--- src/rtl/spi_slave_if_pkg.sv ---
// Shared constants for the SPI slave front end and its downstream command decoder.
package spi_slave_if_pkg;

  localparam int SPI_CPOL            = 0;
  localparam int SPI_CPHA            = 0;
  localparam bit SPI_MSB_FIRST       = 1'b1;
  localparam int SYNC_STAGES_DEFAULT = 2;
  localparam int BYTE_W              = 8;

  typedef enum logic {
    ST_IDLE   = 1'b0,
    ST_ACTIVE = 1'b1
  } spi_state_e;

  // Command byte layout seen by the transfer controller: bits[3:2] op, bits[1:0] channel.
  typedef enum logic [1:0] {
    CMD_NOP   = 2'b00,
    CMD_WRITE = 2'b01,
    CMD_READ  = 2'b10,
    CMD_RSVD  = 2'b11
  } cmd_op_e;

  function automatic cmd_op_e cmd_op(input logic [BYTE_W-1:0] cmd);
    return cmd_op_e'(cmd[3:2]);
  endfunction

  function automatic logic [1:0] cmd_channel(input logic [BYTE_W-1:0] cmd);
    return cmd[1:0];
  endfunction

endpackage

--- src/rtl/spi_slave_if_if.sv ---
// SPI pins plus the byte-level handshake toward the transfer controller.
interface spi_slave_if_if;

  logic                                spi_sclk;
  logic                                spi_cs_n;
  logic                                spi_mosi;
  logic                                spi_miso;
  logic [spi_slave_if_pkg::BYTE_W-1:0] tx_byte;
  logic [spi_slave_if_pkg::BYTE_W-1:0] rx_byte;
  logic                                spi_cycle_done;
  logic                                busy;

  modport slave (
    input  spi_sclk, spi_cs_n, spi_mosi, tx_byte,
    output spi_miso, rx_byte, spi_cycle_done, busy
  );

  modport master (
    output spi_sclk, spi_cs_n, spi_mosi, tx_byte,
    input  spi_miso, rx_byte, spi_cycle_done, busy
  );

endinterface

--- src/rtl/spi_sync_edge.sv ---
// N-stage synchronizer for an asynchronous level, with rise/fall pulses
// derived from the synchronized value and its one-cycle-delayed copy.
module spi_sync_edge #(
  parameter int   STAGES    = 2,
  parameter logic RESET_VAL = 1'b0
) (
  input  logic clk,
  input  logic rst,
  input  logic din,
  output logic sync,
  output logic rise,
  output logic fall
);

  logic [STAGES-1:0] stage_reg;
  logic              prev_reg;

  always_ff @(posedge clk or negedge rst) begin
    if (!rst) begin
      stage_reg <= {STAGES{RESET_VAL}};
      prev_reg  <= RESET_VAL;
    end else begin
      stage_reg <= {stage_reg[STAGES-2:0], din};
      prev_reg  <= stage_reg[STAGES-1];
    end
  end

  assign sync = stage_reg[STAGES-1];
  assign rise = stage_reg[STAGES-1] & ~prev_reg;
  assign fall = ~stage_reg[STAGES-1] & prev_reg;

endmodule

--- src/rtl/spi_slave_if.sv ---
// Mode-0 SPI slave byte engine: oversamples the SPI pins in the clk domain,
// shifts bytes MSB first and hands complete bytes to the transfer controller.
module spi_slave_if
  import spi_slave_if_pkg::*;
#(
  parameter int SYNC_STAGES = SYNC_STAGES_DEFAULT
) (
  input  logic           clk,
  input  logic           rst,
  spi_slave_if_if.slave  bus
);

  logic sclk_sync, sclk_rise, sclk_fall;
  logic cs_sync, cs_rise, cs_fall;
  logic [SYNC_STAGES-1:0] mosi_sync_reg;
  logic mosi_sync;

  spi_sync_edge #(.STAGES(SYNC_STAGES), .RESET_VAL(1'b0)) u_sclk_sync (
    .clk  (clk),
    .rst  (rst),
    .din  (bus.spi_sclk),
    .sync (sclk_sync),
    .rise (sclk_rise),
    .fall (sclk_fall)
  );

  spi_sync_edge #(.STAGES(SYNC_STAGES), .RESET_VAL(1'b1)) u_cs_sync (
    .clk  (clk),
    .rst  (rst),
    .din  (bus.spi_cs_n),
    .sync (cs_sync),
    .rise (cs_rise),
    .fall (cs_fall)
  );

  // mosi only needs its level; it stays aligned with sclk because both use the same depth.
  always_ff @(posedge clk or negedge rst) begin
    if (!rst) mosi_sync_reg <= '0;
    else      mosi_sync_reg <= {mosi_sync_reg[SYNC_STAGES-2:0], bus.spi_mosi};
  end
  assign mosi_sync = mosi_sync_reg[SYNC_STAGES-1];

  spi_state_e        state_reg, state_next;
  logic [2:0]        bit_cnt_reg, bit_cnt_next;
  logic [BYTE_W-1:0] rx_shift_reg, rx_shift_next;
  logic [BYTE_W-1:0] rx_byte_reg, rx_byte_next;
  logic [BYTE_W-1:0] tx_shift_reg, tx_shift_next;
  logic              load_pending_reg, load_pending_next;
  logic              byte_done_reg, byte_done_next;
  logic              done_reg, done_next;
  logic              busy_reg, busy_next;

  always_ff @(posedge clk or negedge rst) begin
    if (!rst) begin
      state_reg        <= ST_IDLE;
      bit_cnt_reg      <= 3'd0;
      rx_shift_reg     <= '0;
      rx_byte_reg      <= '0;
      tx_shift_reg     <= '0;
      load_pending_reg <= 1'b0;
      byte_done_reg    <= 1'b0;
      done_reg         <= 1'b0;
      busy_reg         <= 1'b0;
    end else begin
      state_reg        <= state_next;
      bit_cnt_reg      <= bit_cnt_next;
      rx_shift_reg     <= rx_shift_next;
      rx_byte_reg      <= rx_byte_next;
      tx_shift_reg     <= tx_shift_next;
      load_pending_reg <= load_pending_next;
      byte_done_reg    <= byte_done_next;
      done_reg         <= done_next;
      busy_reg         <= busy_next;
    end
  end

  always_comb begin
    state_next        = state_reg;
    bit_cnt_next      = bit_cnt_reg;
    rx_shift_next     = rx_shift_reg;
    rx_byte_next      = rx_byte_reg;
    tx_shift_next     = tx_shift_reg;
    load_pending_next = load_pending_reg;
    byte_done_next    = 1'b0;
    busy_next         = busy_reg;
    // Delaying done by one cycle guarantees rx_byte is already stable when it rises.
    done_next         = byte_done_reg;

    case (state_reg)
      ST_IDLE: begin
        if (cs_fall) begin
          state_next        = ST_ACTIVE;
          bit_cnt_next      = 3'd0;
          rx_shift_next     = '0;
          tx_shift_next     = bus.tx_byte;
          load_pending_next = 1'b0;
          busy_next         = 1'b1;
        end
      end
      ST_ACTIVE: begin
        if (cs_rise) begin
          // Abort wins over any coincident sclk edge; the partial byte is dropped.
          state_next        = ST_IDLE;
          bit_cnt_next      = 3'd0;
          rx_shift_next     = '0;
          load_pending_next = 1'b0;
          busy_next         = 1'b0;
        end else if (sclk_rise) begin
          rx_shift_next = {rx_shift_reg[BYTE_W-2:0], mosi_sync};
          bit_cnt_next  = bit_cnt_reg + 3'd1;
          if (bit_cnt_reg == 3'd7) begin
            rx_byte_next      = {rx_shift_reg[BYTE_W-2:0], mosi_sync};
            load_pending_next = 1'b1;
            byte_done_next    = 1'b1;
          end
        end else if (sclk_fall) begin
          if (load_pending_reg) begin
            tx_shift_next     = bus.tx_byte;
            load_pending_next = 1'b0;
          end else begin
            tx_shift_next = {tx_shift_reg[BYTE_W-2:0], 1'b0};
          end
        end
      end
      default: state_next = ST_IDLE;
    endcase
  end

  assign bus.spi_miso       = (state_reg == ST_ACTIVE) ? tx_shift_reg[BYTE_W-1] : 1'b0;
  assign bus.rx_byte        = rx_byte_reg;
  assign bus.spi_cycle_done = done_reg;
  assign bus.busy           = busy_reg;

  // The synchronized sclk/cs levels are consumed through their edge pulses only.
  logic unused_sync;
  assign unused_sync = sclk_sync ^ cs_sync;

endmodule

--- src/flat_wrapper.sv ---
// flat-port wrapper written by rule: the top's interface ports become plain ports
module spi_slave_if_flat import spi_slave_if_pkg::*;
#(
  parameter int SYNC_STAGES = SYNC_STAGES_DEFAULT
)
  (clk, rst, bus_spi_sclk, bus_spi_cs_n, bus_spi_mosi, bus_tx_byte, bus_spi_miso, bus_rx_byte, bus_spi_cycle_done, bus_busy);
  spi_slave_if_if bus_i ();
  input  logic clk;
  input  logic rst;
  input wire logic [$bits(bus_i.spi_sclk)-1:0] bus_spi_sclk;
  input wire logic [$bits(bus_i.spi_cs_n)-1:0] bus_spi_cs_n;
  input wire logic [$bits(bus_i.spi_mosi)-1:0] bus_spi_mosi;
  input wire logic [$bits(bus_i.tx_byte)-1:0] bus_tx_byte;
  output wire logic [$bits(bus_i.spi_miso)-1:0] bus_spi_miso;
  output wire logic [$bits(bus_i.rx_byte)-1:0] bus_rx_byte;
  output wire logic [$bits(bus_i.spi_cycle_done)-1:0] bus_spi_cycle_done;
  output wire logic [$bits(bus_i.busy)-1:0] bus_busy;
  assign bus_i.spi_sclk = bus_spi_sclk;
  assign bus_i.spi_cs_n = bus_spi_cs_n;
  assign bus_i.spi_mosi = bus_spi_mosi;
  assign bus_i.tx_byte = bus_tx_byte;
  assign bus_spi_miso = bus_i.spi_miso;
  assign bus_rx_byte = bus_i.rx_byte;
  assign bus_spi_cycle_done = bus_i.spi_cycle_done;
  assign bus_busy = bus_i.busy;
  spi_slave_if #(.SYNC_STAGES(SYNC_STAGES)) u_core (.clk(clk), .rst(rst), .bus(bus_i));
endmodule
--- config.mk ---
export PLATFORM = sky130hd
export DESIGN_NAME = spi_slave_if_flat
export DESIGN_NICKNAME = d
export VERILOG_FILES = /design/src/rtl/spi_slave_if_pkg.sv /design/src/rtl/spi_slave_if_if.sv /design/src/rtl/spi_sync_edge.sv /design/src/rtl/spi_slave_if.sv /design/src/flat_wrapper.sv
export SDC_FILE = /design/constraint.sdc
export NUM_CORES = 1
export LEC_CHECK = 0
export BUFFER_PORTS_ARGS = -buffer_cell sky130_fd_sc_hd__buf_4
export CORE_MARGIN = 8
export CORE_UTILIZATION = 40
export CTS_CLUSTER_DIAMETER = 50
export CTS_CLUSTER_SIZE = 28
export DETAILED_ROUTE_END_ITERATION = 16
export GPL_TIMING_DRIVEN = 1
export PLACE_DENSITY = 0.7
export SLEW_MARGIN = 25
export SYNTH_ARGS = -nofsm -noshare
export SYNTH_HDL_FRONTEND = slang
export SYNTH_SLANG_ARGS = --single-unit
--- constraint.sdc ---
create_clock -name clk -period 1.6 [get_ports clk]
set_input_delay 0.08 -clock clk [delete_from_list [all_inputs] [get_ports clk]]
set_output_delay 0.08 -clock clk [all_outputs]
set_load 0.02 [all_outputs]
==> metrics, run 1 <==
outcome completed; Antenna Violating Nets Remaining 0; Tot Pwr 2.69 mW; fin. max-slew vios 0; Die Wd 81.8 µm; setup ws final 0.0306 ns; Flop pwr share 46.1%; Avg WL per Cell 14.5 µm; sequential share of the synthesized area 56.7%; cells along the critical path or3b_4 -> nand3_4 -> mux2_4; r2r setup slk 0.03 ns; final hold vios 0; area delta synth->final 25.2%; io pins 24; Power Dens Cells 1240 nW/µm²; Initial Util 40.6%; H-tree Lvls 2; crit path DAT 1.75 ns; maximum clock frequency 0.637 GHz; global-route wire length before repair 5690 µm; critical path's top delay family simple AND/OR/NAND/NOR gates; Place WS -0.0624 ns; CP max stage delay 0.55 ns; clock slew at the register clock pins of the worst setup and hold paths 0.07 ns; Worst setup EP type flop; clk_lat worst skew 0.29 ns; Via Count 1189; Synth cell types 27; Final nets 192; WS Path Type reg2reg; internal power 2.05 mW; HPWL after DPL 2370 µm; Yosys reg bits 39; area of the multi-input gates 688 µm²; syn nets 158; fill count 381; Syn Inst Count 141; DIE AREA 6680 µm²; CTS tree built; clock share of power 35.3%; clock skew 0.00381 ns; final setup vio count 0; Initial DRC Count 108; layout cells sized above 1 30.1%; worst path required time 1.78 ns; worst-margin pin slew 0.484 ns; Gate power share 18.6%; # port buffers 23; wirelength, routed 3300 µm; RePlAce Congestion 0.774; Max Cap Viol 0; grt ovf 0; syn_area_per_cell 12.3 µm²; Final Cycle Share 98.1%; Worst Path Max Fanout 8; via/cell ratio 5.21; largest net degree at the start of global routing 40; Clock Sinks 39; most common cell after layout, fill and taps aside dfrtp_1; num rows 24; Worst slew margin 67.7%; switching power 0.634 mW; Max VDD drop 0.581 mV; DRC 0; RSZ-0062 raised after global routing yes; WP buf/inv 0; vias in the first global route 1268; Storage cell area 980 µm²; hold_ws 0.0554 ns; drt pass-1 iters 5; slowest cell on the critical path dfstp_2; worst hold path class in2reg; commonest non-fill, non-tap cells in the layout dfrtp_1, buf_4, mux2_1; Core Area 4260 µm²; P_leak 1.05 nW; fin crit period 1.57 ns; Synth Cell Area 1730 µm²; Setup crit start kind flop; TritonCTS buffer count 5; Clock Tree Buf Depth 2; YS warnings 0; Total GRT Usage 10.9%; ANT cells 0; Sw Ratio 23.6%; initial antenna violation count 0; clk root buf clkbuf_8; Die Height 81.8 µm
per-stage QoR:
stage / std cells / cell area, µm² / TNS [ns] / utilization (%)
2_1_floorplan: 141 / 1730 / 0 / -
3_3_place_gp: 216 / 1990 / 0 / 46.6
3_5_place_dp: 216 / 1990 / -0.412 / 46.6
4_1_cts: 228 / 2160 / 0 / 50.7
5_1_grt: 228 / 2160 / -0.295 / 50.8
6_report: 228 / 2160 / 0 / 50.8
path summary, 6_finish.rpt:
check	start	endpoint	cells after the start
max in group asynchronous	rst	u_core.u_cs_sync.prev_reg	2
worst max-delay path	u_core.u_cs_sync.prev_reg	u_core.tx_shift_reg[2]	3
worst max register to register	u_core.u_cs_sync.prev_reg	u_core.tx_shift_reg[2]	3
worst min-delay path	bus_tx_byte[0]	u_core.tx_shift_reg[0]	3
min in group asynchronous	rst	u_core.mosi_sync_reg[1]	2
worst min register to register	u_core.u_sclk_sync.stage_reg[0]	u_core.u_sclk_sync.stage_reg[1]	0
cell usage after synthesis:
cell type,n,area [µm²]
mux2_1,15,169
buf_4,2,15.0
nand2b_1,2,12.5
and4_1,1,8.76
a211oi_1,8,60.1
dfstp_2,3,78.8
mux2i_1,1,10.0
nand2_1,5,18.8
or2_2,1,6.26
inv_1,6,22.5
nand3_4,1,17.5
buf_2,2,10.0
o2bb2ai_1,1,8.76
ha_1,4,50.1
nand4bb_1,1,11.3
nand4b_1,1,8.76
nor3_1,1,5.00
and2_1,1,6.26
o21ai_0,12,60.1
a21o_1,1,7.51
mux2_4,7,105
or2b_1,1,7.51
dfrtp_1,36,901
clkbuf_1,4,15.0
a21oi_1,13,65.1
or3b_4,1,11.3
nor2_1,10,37.5
power groups by stage:
stage                     sequential, mW  clock [mW]  combinational (mW)
after floorplan                     1.23           0               0.348
after global routing                1.26        1.01               0.559
final                               1.24       0.948               0.500
after global placement              1.24           0               0.472
after detailed placement            1.26           0               0.495
after CTS                           1.24       0.973               0.508
layout make-up:
type	instances	area share, %
sequential	39	45.3
multi-input combinational	88	31.8
timing repair buffer	35	12.6
clock buffer	6	3.35
tap	52	3.01
clock inverter	2	2.77
inverter	6	1.21
layer usage:
metal  wire length, µm  part of all wire, %  vias up  global-route usage (%)
li1                  -                    -      561                       -
met1              1410                   43      589                    12.1
met2              1620                   49       33                    18.3
met3               232                  7.0        6                    4.27
met4                38                  1.2        0                    4.21
met5                 0                    0        -                       0
timing repair:
item	CTS	global route
pin swaps	0	0
endpoints found under the setup margin	8	16
endpoints found under the hold margin	39	0
hold buffers	4	0
setup buffers	0	0
resized for setup	1	2
worst min-delay path: stages:
cell and delay, ns:
buf_4 0.11, nand2_1 0.05, mux2i_1 0.06
cell families after synthesis:
group           Yosys count  share of synthesized area (%)
compound gates           35                           11.7
simple gates             26                           8.76
buf+inv                  14                           3.62
flops                    39                           56.7
fa+ha+maj                 4                           2.89
mux                      23                           16.4
Power figures use the tool's default switching activity.
==> run 2: changes to the inputs <==
--- a/config.mk
+++ b/config.mk
@@ -12,7 +12,6 @@
 export CTS_CLUSTER_SIZE = 28
 export DETAILED_ROUTE_END_ITERATION = 16
 export GPL_TIMING_DRIVEN = 1
-export PLACE_DENSITY = 0.7
 export SLEW_MARGIN = 25
 export SYNTH_ARGS = -nofsm -noshare
 export SYNTH_HDL_FRONTEND = slang
==> metrics, run 2 (synthesized netlist as in run 1, its figures left out) <==
largest net degree at the start of global routing 40 (unchanged); WS Path Type reg2reg; slowest cell on the critical path dfstp_2; worst path required time 1.76 ns (-0.02 ns); final hold vios 0 (unchanged); num rows 24 (unchanged); Worst Path Max Fanout 8 (unchanged); Worst setup EP type flop; commonest non-fill, non-tap cells in the layout dfrtp_1, buf_4, mux2_1; ANT cells 0 (unchanged); DRC 0 (unchanged); HPWL after DPL 2250 µm (-4.9%); fin crit period 1.57 ns (-0.00314 ns); Die Height 81.8 µm (unchanged); cells along the critical path or3b_4 -> nand3_4 -> mux2_4; TritonCTS buffer count 5 (unchanged); RePlAce Congestion 0.774 (about the same); Core Area 4260 µm² (unchanged); Setup crit start kind flop; crit path from u_core.u_cs_sync.prev_reg; maximum clock frequency 0.638 GHz (+0.20%); io pins 24 (unchanged); initial antenna violation count 0 (unchanged); dpl cell area 1960 µm² (-1.1%); clock skew 0.00751 ns (+0.00370 ns); Via Count 1167 (-1.9%); worst hold path class in2reg; Clock Tree Buf Depth 2 (unchanged); drt pass-1 iters 4 (-1); wirelength, routed 3270 µm (-0.94%); grt ovf 0 (unchanged); Worst slew margin 68.6% (+0.87 points); most common cell after layout, fill and taps aside dfrtp_1; Max Cap Viol 0 (unchanged); clk_lat worst skew 0.28 ns (about the same); Avg WL per Cell 14.4 µm (-0.50%); Power Dens Cells 1110 nW/µm² (-10%); vias in the first global route 1224 (-3.5%); Die Wd 81.8 µm (unchanged); Max VDD drop 0.611 mV (+5.1%); via/cell ratio 5.14 (-1.4%); Final Cycle Share 97.9% (-0.20 points); area delta synth->final 21.8%; Antenna Violating Nets Remaining 0 (unchanged); Final nets 191 (-0.52%); worst flop-to-flop path startpoint u_core.u_cs_sync.prev_reg; CTS tree built; P_leak 1.02 nW (-3.3%); Clock Sinks 39 (unchanged); # port buffers 23 (unchanged); global-route wire length before repair 5510 µm (-3.0%); hold_ws 0.0580 ns (+0.00260 ns); RSZ-0062 raised after global routing yes; Initial Util 40.6% (unchanged); cell area after layout 2110 µm² (-2.7%); Hold Startpoint bus_tx_byte[0]; CP max stage delay 0.55 ns (about the same); crit path DAT 1.73 ns (-0.02 ns); outcome completed; Initial DRC Count 68 (-37%); final setup vio count 0 (unchanged); H-tree Lvls 2 (unchanged); clock slew at the register clock pins of the worst setup and hold paths 0.06 ns (about the same); Total GRT Usage 10.7% (-0.21 points); fin. max-slew vios 0 (unchanged); worst-margin pin slew 0.471 ns (-0.0130 ns); DIE AREA 6680 µm² (unchanged); clk root buf clkbuf_8; layout cells sized above 1 29.1% (-0.97 points)
## run 2: cell types whose count changed in the layout (fill, tap and decap cells not counted)
cell        change
bufinv_16       -2
nand2b_2        +1
buf_4           -2
and4_4          +1
and4_2          -1
clkinvlp_2      +1
o21ai_1         -1
nand2b_1        -1
o21ai_0         +1
clkbuf_1        +2
## run 2: layout make-up
class	instances	area, µm²
clock buffer	8	80.1
fill	402	2160
inverter	6	26.3
multi-input combinational	88	692
sequential	39	980
tap	52	65.1
timing repair buffer	33	258
timing repair inverter	1	5.00
## run 2: through the flow
| step | total power, mW | setup WS (ns) | instances | util (%) | TNS (ns) |
|---|---|---|---|---|---|
| after floorplan | 1.58 | 0.0569 | 141 | - | 0 |
| after global placement | 1.70 | -0.00943 | 213 | 46.1 | -0.0655 |
| after detailed placement | 1.74 | -0.0643 | 213 | 46.1 | -0.425 |
| after CTS | 2.37 | 0.0221 | 225 | 48.9 | 0 |
| after global routing | 2.49 | -0.00620 | 227 | 49.4 | -0.00620 |
| final | 2.34 | 0.0338 | 227 | 49.4 | 0 |
## run 2: path summary, 6_finish.rpt
check,endpoint,slack (ns),depth (start not counted)
setup / recovery,u_core.tx_shift_reg[1],0.03,3
min in group asynchronous,u_core.bus.rx_byte[3],0.30,2
hold reg to reg,u_core.u_sclk_sync.stage_reg[1],0.35,0
max in group asynchronous,u_core.u_cs_sync.prev_reg,0.95,2
setup reg to reg,u_core.tx_shift_reg[1],0.03,3
hold / removal,u_core.tx_shift_reg[0],0.06,3
## run 2: routing by layer
metal	global-route usage (%)	vias up	part of all wire, %
li1	-	562	-
met4	5.61	0	1.5
met3	3.28	5	5.3
met2	17.4	18	49
met5	0	-	0
met1	12.4	582	44
## run 2: critical path: cells and delay by family, from the launching register on
family	cells	cell delay, ns
flops	1	0.55
mux	1	0.32
simple gates	2	0.59
## run 2: what timing repair did
action	CTS	global route
endpoints found under the setup margin	8	13
resized for setup	1	3
gates cloned	0	1
setup buffers	0	1
pin swaps	0	0
endpoints found under the hold margin	39	0
hold buffers	4	0
## run 2: where the power goes
part	total, mW	internal [mW]	switching, mW
Clock	0.612	0.309	0.303
Sequential	1.24	1.14	0.100
Combinational	0.491	0.285	0.206
Total	2.34	1.73	0.610
==> run 3: changes to the inputs <==
--- a/config.mk
+++ b/config.mk
@@ -12,6 +12,7 @@
 export CTS_CLUSTER_SIZE = 28
 export DETAILED_ROUTE_END_ITERATION = 16
 export GPL_TIMING_DRIVEN = 1
+export SKIP_LAST_GASP = 1
 export SLEW_MARGIN = 25
 export SYNTH_ARGS = -nofsm -noshare
 export SYNTH_HDL_FRONTEND = slang
==> constraint.sdc (replaced) <==
create_clock -name clk -period 1.77 [get_ports clk]
set_input_delay 0.0885 -clock clk [delete_from_list [all_inputs] [get_ports clk]]
set_output_delay 0.0885 -clock clk [all_outputs]
set_load 0.02 [all_outputs]
==> metrics, run 3 (synthesized netlist as in run 1, its figures left out) <==
Clock Sinks 39 (unchanged); HPWL after DPL 2140 µm (-5.1%); layout cells sized above 1 27.5% (-1.7 points); WS Path Type reg2reg; DRC 0 (unchanged); reg-to-reg endpoint u_core.tx_shift_reg[3]; RSZ-0062 raised after global routing no; global-route wire length before repair 5510 µm (-0.13%); Core Area 4260 µm² (unchanged); CP max stage delay 0.58 ns (+0.03 ns); clk_lat worst skew 0.28 ns (about the same); commonest non-fill, non-tap cells in the layout dfrtp_1, buf_4, mux2_1; Max Cap Viol 0 (unchanged); Worst Path Max Fanout 8 (unchanged); Final nets 187 (-2.1%); fin crit period 1.62 ns (+0.0587 ns); ANT cells 0 (unchanged); fin. max-slew vios 0 (unchanged); Worst setup EP type flop; P_leak 1.02 nW (about the same); Tot Pwr 2.20 mW (-6.3%); CTS tree built; Avg WL per Cell 14.3 µm (-0.51%); outcome completed; Power Dens Cells 1050 nW/µm² (-5.7%); clk root buf clkbuf_8; io pins 24 (unchanged); worst-margin pin slew 0.481 ns (+0.0101 ns); num rows 24 (unchanged); Setup crit start kind flop; fill count 385 (-4.2%); maximum clock frequency 0.615 GHz (-3.6%); TritonCTS buffer count 5 (unchanged); Initial Util 40.6% (unchanged); Final Util 49.0% (-0.35 points); WHS Path Cells 3 (unchanged); final hold vios 0 (unchanged); Place WS 0.0396 ns (+0.104 ns); Cells after DPL 211 (-0.94%); Max VDD drop 0.566 mV (-7.3%); cells along the critical path or3b_4 -> nand3_4 -> mux2_4; largest net degree at the start of global routing 40 (unchanged); Clock Tree Buf Depth 2 (unchanged); drt pass-1 iters 4 (unchanged); Post-Layout Cell Count 223 (-1.8%); area delta synth->final 20.9%; Die Height 81.8 µm (unchanged); most common cell after layout, fill and taps aside dfrtp_1; worst flop-to-flop path startpoint u_core.u_cs_sync.prev_reg; Reg2Reg Depth 3 (unchanged); wirelength, routed 3190 µm (-2.3%); Total GRT Usage 10.6% (-0.051 points); Final Cycle Share 91.8% (-6.1 points); Antenna Violating Nets Remaining 0 (unchanged); H-tree Lvls 2 (unchanged); Via Count 1135 (-2.7%); Setup crit end u_core.tx_shift_reg[3]; Post-CTS Setup Bufs 0 (unchanged); clock slew at the register clock pins of the worst setup and hold paths 0.07 ns (about the same); # port buffers 23 (unchanged); grt ovf 0 (unchanged); setup tns final 0 ns (unchanged); slowest cell on the critical path dfstp_2; initial antenna violation count 0 (unchanged); via/cell ratio 5.09 (-1.0%); setup ws final 0.145 ns (+0.111 ns); worst hold path class in2reg; r2r setup slk 0.15 ns (+0.11 ns); DIE AREA 6680 µm² (unchanged); Worst slew margin 67.9% (-0.67 points); worst path required time 1.94 ns (+0.18 ns); crit path from u_core.u_cs_sync.prev_reg; vias in the first global route 1174 (-4.1%); final setup vio count 0 (unchanged); crit path DAT 1.80 ns (+0.07 ns); Die Wd 81.8 µm (unchanged); RePlAce Congestion 0.753 (-2.6%); clock skew 0.00619 ns (-0.00132 ns); Initial DRC Count 33 (-51%)
[run 3: cell count changes in the layout (fill, tap and decap cells not counted), sizes merged]
cell and change:
inv +1, buf -3, clkinvlp -2
[run 3: how the worst min path moves through the flow]
stage | from | slack, ns | endpoint
floorplan | rst | -0.21 | u_core.bit_cnt_reg[0]
global placement | rst | 0.08 | u_core.bus.rx_byte[3]
detailed placement | rst | 0.09 | u_core.bus.rx_byte[3]
CTS | bus_tx_byte[0] | 0.05 | u_core.tx_shift_reg[0]
global route | bus_tx_byte[0] | 0.05 | u_core.tx_shift_reg[0]
finish | bus_tx_byte[0] | 0.06 | u_core.tx_shift_reg[0]
[run 3: routing by layer]
layer / up-vias / routed length, µm / GRT usage (%)
met3: 6 / 153 / 3.06
met4: 0 / 60 / 5.26
met2: 20 / 1480 / 16.4
met5: - / 0 / 0
met1: 552 / 1500 / 13.3
li1: 557 / - / -
[run 3: cell type report]
type | count | area, µm² | area share [%]
clock buffers | 8 | 100 | 4.79
inverters | 6 | 22.5 | 1.08
multi-input cells | 88 | 688 | 32.9
flip-flops and latches | 39 | 980 | 46.9
well taps | 52 | 65.1 | 3.11
repair buffers | 30 | 235 | 11.3
[run 3: critical path: cells and delay by family (launching register included)]
| family | cells | cell delay (ns) |
|---|---|---|
| and+or+nand+nor | 2 | 0.61 |
| DFF | 1 | 0.58 |
| muxes | 1 | 0.32 |
[run 3: repair_timing]
action / CTS / global route
setup endpoints to repair: 0 / 8
hold buffers: 4 / 0
gates resized for setup: 0 / 1
endpoints found under the hold margin: 39 / 0
[run 3: through the flow]
stage | hold WS (ns) | area [µm²]
after floorplan | -0.207 | 1730
after global placement | 0.0805 | 1950
after detailed placement | 0.0892 | 1950
after CTS | 0.0484 | 2090
after global routing | 0.0542 | 2090
final | 0.0592 | 2090
[run 3: report_power, final]
part / leakage [nW] / total [mW] / switching (mW) / internal (mW)
Sequential: 0.494 / 1.12 / 0.0917 / 1.03
Combinational: 0.470 / 0.429 / 0.181 / 0.248
Clock: 0.0515 / 0.644 / 0.289 / 0.355
Total: 1.02 / 2.20 / 0.562 / 1.63
